==> config.mk <==
export PLATFORM = sky130hd
export DESIGN_NAME = yutorina_bus_arbiter
export DESIGN_NICKNAME = d
export VERILOG_FILES = /design/src/rtl/yutorina_bus_arbiter.sv
export SDC_FILE = /design/constraint.sdc
export NUM_CORES = 1
export LEC_CHECK = 0
export CORE_AREA = 5 5 125 127
export DETAILED_ROUTE_END_ITERATION = 10
export DIE_AREA = 0 0 130 132
export MAX_ROUTING_LAYER = met4
export PLACE_DENSITY_LB_ADDON = 0.12
export SLEW_MARGIN = 25
export SYNTH_ARGS = -nofsm -noshare
export SYNTH_HDL_FRONTEND = slang
export SYNTH_SLANG_ARGS = --single-unit
==> constraint.sdc <==
create_clock -name clk -period 2.2 [get_ports clk]
set_clock_uncertainty 0.05 [all_clocks]
set_input_delay 0.44 -clock clk [delete_from_list [all_inputs] [get_ports clk]]
set_output_delay 0.44 -clock clk [all_outputs]
set_load 0.05 [all_outputs]
==> src/rtl/yutorina_bus_arbiter.sv <==
// Round-robin bus arbiter and master mux for four bus masters.
// Owner holds until it releases; the idle bus parks on the last owner.
module yutorina_bus_arbiter #(
  parameter int NUM_MASTERS = 4
) (
  input  logic         clk,
  input  logic         rst,
  input  logic [3:0]   m_req_,
  input  logic [119:0] m_addr,
  input  logic [3:0]   m_as_,
  input  logic [3:0]   m_rw,
  input  logic [127:0] m_w_data,
  output logic [3:0]   m_grnt_,
  output logic [29:0]  s_addr,
  output logic         s_as_,
  output logic         s_rw,
  output logic [31:0]  s_w_data,
  output logic [1:0]   owner
);

  logic [1:0] next_owner;
  logic [1:0] cand;

  // Smallest offset from owner+1 wins; no hit leaves owner parked.
  always_comb begin
    next_owner = owner;
    cand       = owner;
    if (m_req_[owner]) begin
      for (int k = 3; k >= 1; k--) begin
        cand = owner + 2'(k);
        if (!m_req_[cand]) next_owner = cand;
      end
    end
  end

  always_ff @(posedge clk) begin
    if (rst) owner <= 2'd0;
    else     owner <= next_owner;
  end

  assign m_grnt_ = ~(4'b0001 << owner);

  always_comb begin
    s_addr   = m_addr[29:0];
    s_as_    = m_as_[0];
    s_rw     = m_rw[0];
    s_w_data = m_w_data[31:0];
    for (int n = 1; n < NUM_MASTERS; n++) begin
      if (owner == 2'(n)) begin
        s_addr   = m_addr[30*n +: 30];
        s_as_    = m_as_[n];
        s_rw     = m_rw[n];
        s_w_data = m_w_data[32*n +: 32];
      end
    end
  end

endmodule

**After elaboration in Yosys (flattened, before gate mapping)**

Cells that the tools add are included.

- Bits of input ports: 262
- Output and inout bits: 70
- Logic and storage cells: 38
- Bits in registers: 2

- Bitwise gates (word level): 1
- Reductions and logical operators: 1
- Add/subtract/negate cells: 3
- Shifts and indexed selects: 1
- Equality and inequality tests: 4
- Multiplexer cells: 23
- Magnitude comparators: 4

Operator list:

| operator | number |
|---|---|
| 2-to-1 mux 32 bit | 3 |
| 2-to-1 mux 30 bit | 3 |
| < comparator 2 x 3 -> 1 bit (second input constant) | 4 |
| 2-to-1 mux 1 bit | 10 |
| binary-select mux 1 bit (select 2 bit) | 4 |
| 2-to-1 mux 2 bit | 3 |
| adder 2 bit (second input constant) | 2 |
| equality test 2 bit (second input constant) | 2 |
| NOT 4 bit | 1 |
| << shifter 1 x 2 -> 4 bit (first input constant) | 1 |
| inequality test 3 bit (second input constant) | 1 |
| adder 2 x 1 -> 2 bit (second input constant) | 1 |
| equality test 2 x 1 -> 1 bit (second input constant) | 1 |
| AND reduction 2 bit | 1 |

**Logic depth before layout (Yosys ltp)**

Gate-level depths: netlist of the first run.

- Depth in word-level cells: 6
- Depth in mapped cells: 8

**Least setup slack after synthesis of the first run**

No wires, ideal clock.

- Path kind: register to output
- From: register owner[1]
- To: output s_w_data[11]
- Stages on the path, launching flop included: 9
- Path buffers: 2
- Setup slack: -1.143 ns
- Arrival: 2.853 ns
- Cells stage by stage: dfxtp_1 inv_1 ha_1 buf_2 buf_2 mux2i_1 nor2_1 a21oi_1 o21ai_0

- Cells in the longest elaborated chain, start to end: 4
- Elaborated cells on any way between the ends: 6
- Classes of those cells: eq/ne (3); mux (3)

Ends and longest elaborated chain:

| what | RTL line | text |
|---|---|---|
| from (decl) | 18 | `output logic [1:0] owner` |
| from (signal assigned) | 38 | `else owner <= next_owner;` |
| equality test 2 x 1 -> 1 bit | 49 | `if (owner == 2'(n)) begin` |
| 2-to-1 mux 32 bit (2 in series) | 49 |  |
| 2-to-1 mux 32 bit (*) | 49 |  |
| to (decl) | 17 | `output logic [31:0] s_w_data,` |

Mark *: on every way between the ends. The rest lies on a longest branch, timed or not.

**Final worst setup path of the first run**

- From: register owner[1]
- To: output s_addr[4]

- Cells in the longest elaborated chain, start to end: 4
- Elaborated cells on any way between the ends: 6
- Classes of those cells: eq/ne (3); mux (3)

Ends and longest elaborated chain:

| what | RTL line | text |
|---|---|---|
| equality test 2 x 1 -> 1 bit | 49 |  |
| 2-to-1 mux 30 bit (2 in series) | 49 |  |
| 2-to-1 mux 30 bit (*) | 49 |  |
| to (decl) | 14 | `output logic [29:0] s_addr,` |

Marks and branches as above.

==> run_results.csv, run 1 <==
group,metric,value,unit
outcome,outcome,"finished with violations",
outcome,violations,"setup timing",
placement,pre_cts_ws,-0.00648,ns
global_route,grt_max_degree,47,
die,core_area,0.0143,mm2
logic_synthesis,synthDominantCellAreaShare,29.3,%
finish,reg.largest.list,"owner: 2 flops",
finish,largest_register_ffs,2,
finish,regMostFlops,"owner",
setup_path,cp-startpoint,"owner[1]",
die,start_util,15.5,%
timing,slew_violations,0,
die,io_pins,332,
finish,layout.nets,1014,
routing,drt_pre_antenna_iters,4,
clocking,cts.sinks,2,
global_route,gr-total-overflow,0,
setup_path,worstPathArrival,1.80,ns
global_route,gr-usage-all-layers,18.6,%
timing,hold_viol,0,
logic_synthesis,synthArstFlopShare,0,%
clocking,cts_tree,"yes",
logic_synthesis,yosysTopAreaCell,"mux2i_1",
timing,setup_ws,-0.0859,ns
logic_synthesis,yosysSeqAreaShare,1.80,%
pwr,pwr_density_cell,1320,mW/mm2
job,drv_cap,0,
placement,io_buffer_count,331,
routing,via_count,4252,
finish,final_util,55.2,%
placement,gp_congestion,0.880,
setup_path,crit_fanout,9,
finish,syn2layout_area_growth,255,%
clocking,clkSlewWorstSetupHoldPaths,0.03,ns
clocking,clock_path_buffers,2,
timing,rsz0062_at_grt,"true",
routing,drt-initial-drc-count,82,
logic_synthesis,syn_area_per_cell,5.66,um2
logic_synthesis,synth_cells,393,
logic_synthesis,ys_top_cells_by_area,"mux2i_1, a21oi_1, o21ai_0",
placement,dp_hpwl,13200,um
routing,routed_via_density,4.57,
logic_synthesis,synth-seq-cells,2,
timing,fin_crit_sh,104,%
finish,insertedDiodeCount,0,
timing,setup_violations,52,
finish,final_cells,930,
timing,fmax,0.437,GHz
pwr,power_leakage,2.87,nW
global_route,grt_pass1_wl,24800,um
clocking,cts_made_buffers,3,
logic_synthesis,yosys_most_used_dff,"dfxtp_1",
timing,layout_min_cycle_time,2.29,ns
clocking,cts.htree.levels,1,
setup_path,rr_startpoint,"owner[1]",
logic_synthesis,synth_edf_count,0,
clocking,clk_latency,0.22,ns
clocking,cts-root-buf,"clkbuf_16",
setup_path,crit_required,1.71,ns
logic_synthesis,ys_warn_count,0,
finish,drive_gt1_share,37.8,%
logic_synthesis,syn_nets,659,
logic_synthesis,yosys.cell_types.count,22,
worst_hold_path,hp-class,"reg -> reg",
routing,drcViolationCount,0,
timing,fin_tns_setup,-1.92,ns
die,fp.dieW,130,um
pwr,ir_worst_vdd,0.609,mV
timing,slew_headroom,66.3,%
die,rows,44,
routing,ant_nets,0,
setup_path,startpoint_type,"register",
timing,worst_pin_slew,0.504,ns
die,fp.dieArea,0.0172,mm2
setup_path,crit_type,"reg -> out",
logic_synthesis,synth_area,0.00222,mm2
global_route,antenna_found_initial,0,
routing,wl_per_cell,19.0,um
global_route,grt_pass1_vias,4498,
die,die_h,132,um
placement,dp_cells,903,
routing,wirelength,17700,um
setup_path,end_kind,"primary output",
worst_hold_path,hp-start,"owner[1]",
metrics by stage:
| stage | hold WS (ns) | area [um2] | total power [mW] |
|---|---|---|---|
| floorplan | 0.453 | 3040 | 5.59 |
| global placement | 0.613 | 6930 | 8.66 |
| detailed placement | 0.619 | 6930 | 8.73 |
| CTS | 0.611 | 7620 | 10.1 |
| global route | 0.635 | 7900 | 10.9 |
| finish | 0.604 | 7900 | 10.5 |
synthesized netlist by cell type, types with 2 or more instances:
cell	instances
clkbuf_1	25
dfxtp_1	2
buf_1	3
ha_1	4
nor2b_1	2
nand3_1	4
nor2_1	66
a221oi_1	2
mux4_2	2
inv_1	8
o21ai_0	65
nand2_1	66
buf_2	7
mux2i_1	65
a21oi_1	65
metal layers:
layer | vias up | wire, um | GRT usage [%]
li1 | 2084 | - | -
met1 | 1965 | 6830 | 20.6
met2 | 175 | 9280 | 34.9
met3 | 28 | 1180 | 3.04
met4 | 0 | 388 | 3.46
met5 | - | 0 | -
cell usage in the layout (no fill, tap or decap), types with 3 or more instances in the layout:
| master | netlist | final |
|---|---|---|
| nor2_2 | 0 | 4 |
| a21oi_2 | 0 | 62 |
| mux2i_1 | 65 | 53 |
| nand3_1 | 4 | 4 |
| mux2i_2 | 0 | 10 |
| buf_4 | 0 | 27 |
| o21ai_4 | 0 | 64 |
| buf_16 | 0 | 6 |
| nand2_1 | 66 | 66 |
| clkdlybuf4s50_1 | 0 | 262 |
| clkbuf_16 | 0 | 7 |
| buf_12 | 0 | 38 |
| nor2_1 | 66 | 61 |
| ha_4 | 0 | 3 |
| buf_6 | 1 | 46 |
| inv_1 | 8 | 6 |
critical path, stage by stage, from the launching register on:
cell and delay [ns]:
dfxtp_4 0.34, inv_4 0.06, ha_4 0.21, buf_12 0.17, buf_12 0.13, mux2i_2 0.22
nor2_1 0.07, a21oi_2 0.15, o21ai_4 0.06, buf_6 0.15
area by class of cell:
class                   instances  area (um2)
fillers                      1312        6410
repair buffers                386        4430
multi-input cells             347        3080
well taps                     184         230
clock buffers                   3        75.1
flip-flops and latches          2        47.5
inverters                       8        32.5
worst paths after layout:
check	end	slack [ns]	cells past startpoint
worst max-delay path	s_addr[4]	-0.09	9
worst min-delay path	owner[1]	0.60	3
worst max register to register	owner[0]	0.32	6
worst min register to register	owner[1]	0.60	3
cell families (layout without fill, tap and decap cells):
| group | after synthesis | after routing | share of synthesized area (%) |
|---|---|---|---|
| AOI/OAI and AO/OA | 135 | 135 | 31.5 |
| DFF | 2 | 2 | 1.80 |
| buffers and inverters | 44 | 397 | 8.16 |
| muxes | 69 | 69 | 32.3 |
| adders and majority gates | 4 | 4 | 2.25 |
| and+or+nand+nor | 139 | 139 | 24.0 |
power breakdown:
group          switching (mW)  leakage, nW  internal, mW
clock network          0.0394       0.0370         0.231
logic                    5.50         2.82          4.60
registers              0.0239       0.0178        0.0602
what timing repair did:
item                                    4_1_cts  5_1_grt
gates cloned                                  5        5
endpoints found under the setup margin       65       65
resized for setup                           115       28
buffers inserted                              4       11
pin swaps                                    13        6
hold buffers                                  0        0
Note: power is estimated with default switching activity, not from simulation.
==> inputs of run 2 (changes only) <==
--- a/config.mk
+++ b/config.mk
@@ -8,6 +8,7 @@
 export CORE_AREA = 5 5 125 127
 export DETAILED_ROUTE_END_ITERATION = 10
 export DIE_AREA = 0 0 130 132
+export GPL_ROUTABILITY_DRIVEN = 1
 export MAX_ROUTING_LAYER = met4
 export PLACE_DENSITY_LB_ADDON = 0.12
 export SLEW_MARGIN = 25
==> results of run 2 <==
No change in the layout: final DEF, timing and power equal those of run 1.
==> inputs of run 3 (changes only) <==
--- a/config.mk
+++ b/config.mk
@@ -6,6 +6,7 @@
 export NUM_CORES = 1
 export LEC_CHECK = 0
 export CORE_AREA = 5 5 125 127
+export CTS_CLUSTER_SIZE = 8
 export DETAILED_ROUTE_END_ITERATION = 10
 export DIE_AREA = 0 0 130 132
 export GPL_ROUTABILITY_DRIVEN = 1
==> results of run 3 <==
No change in the layout: final DEF, timing and power equal those of run 1.
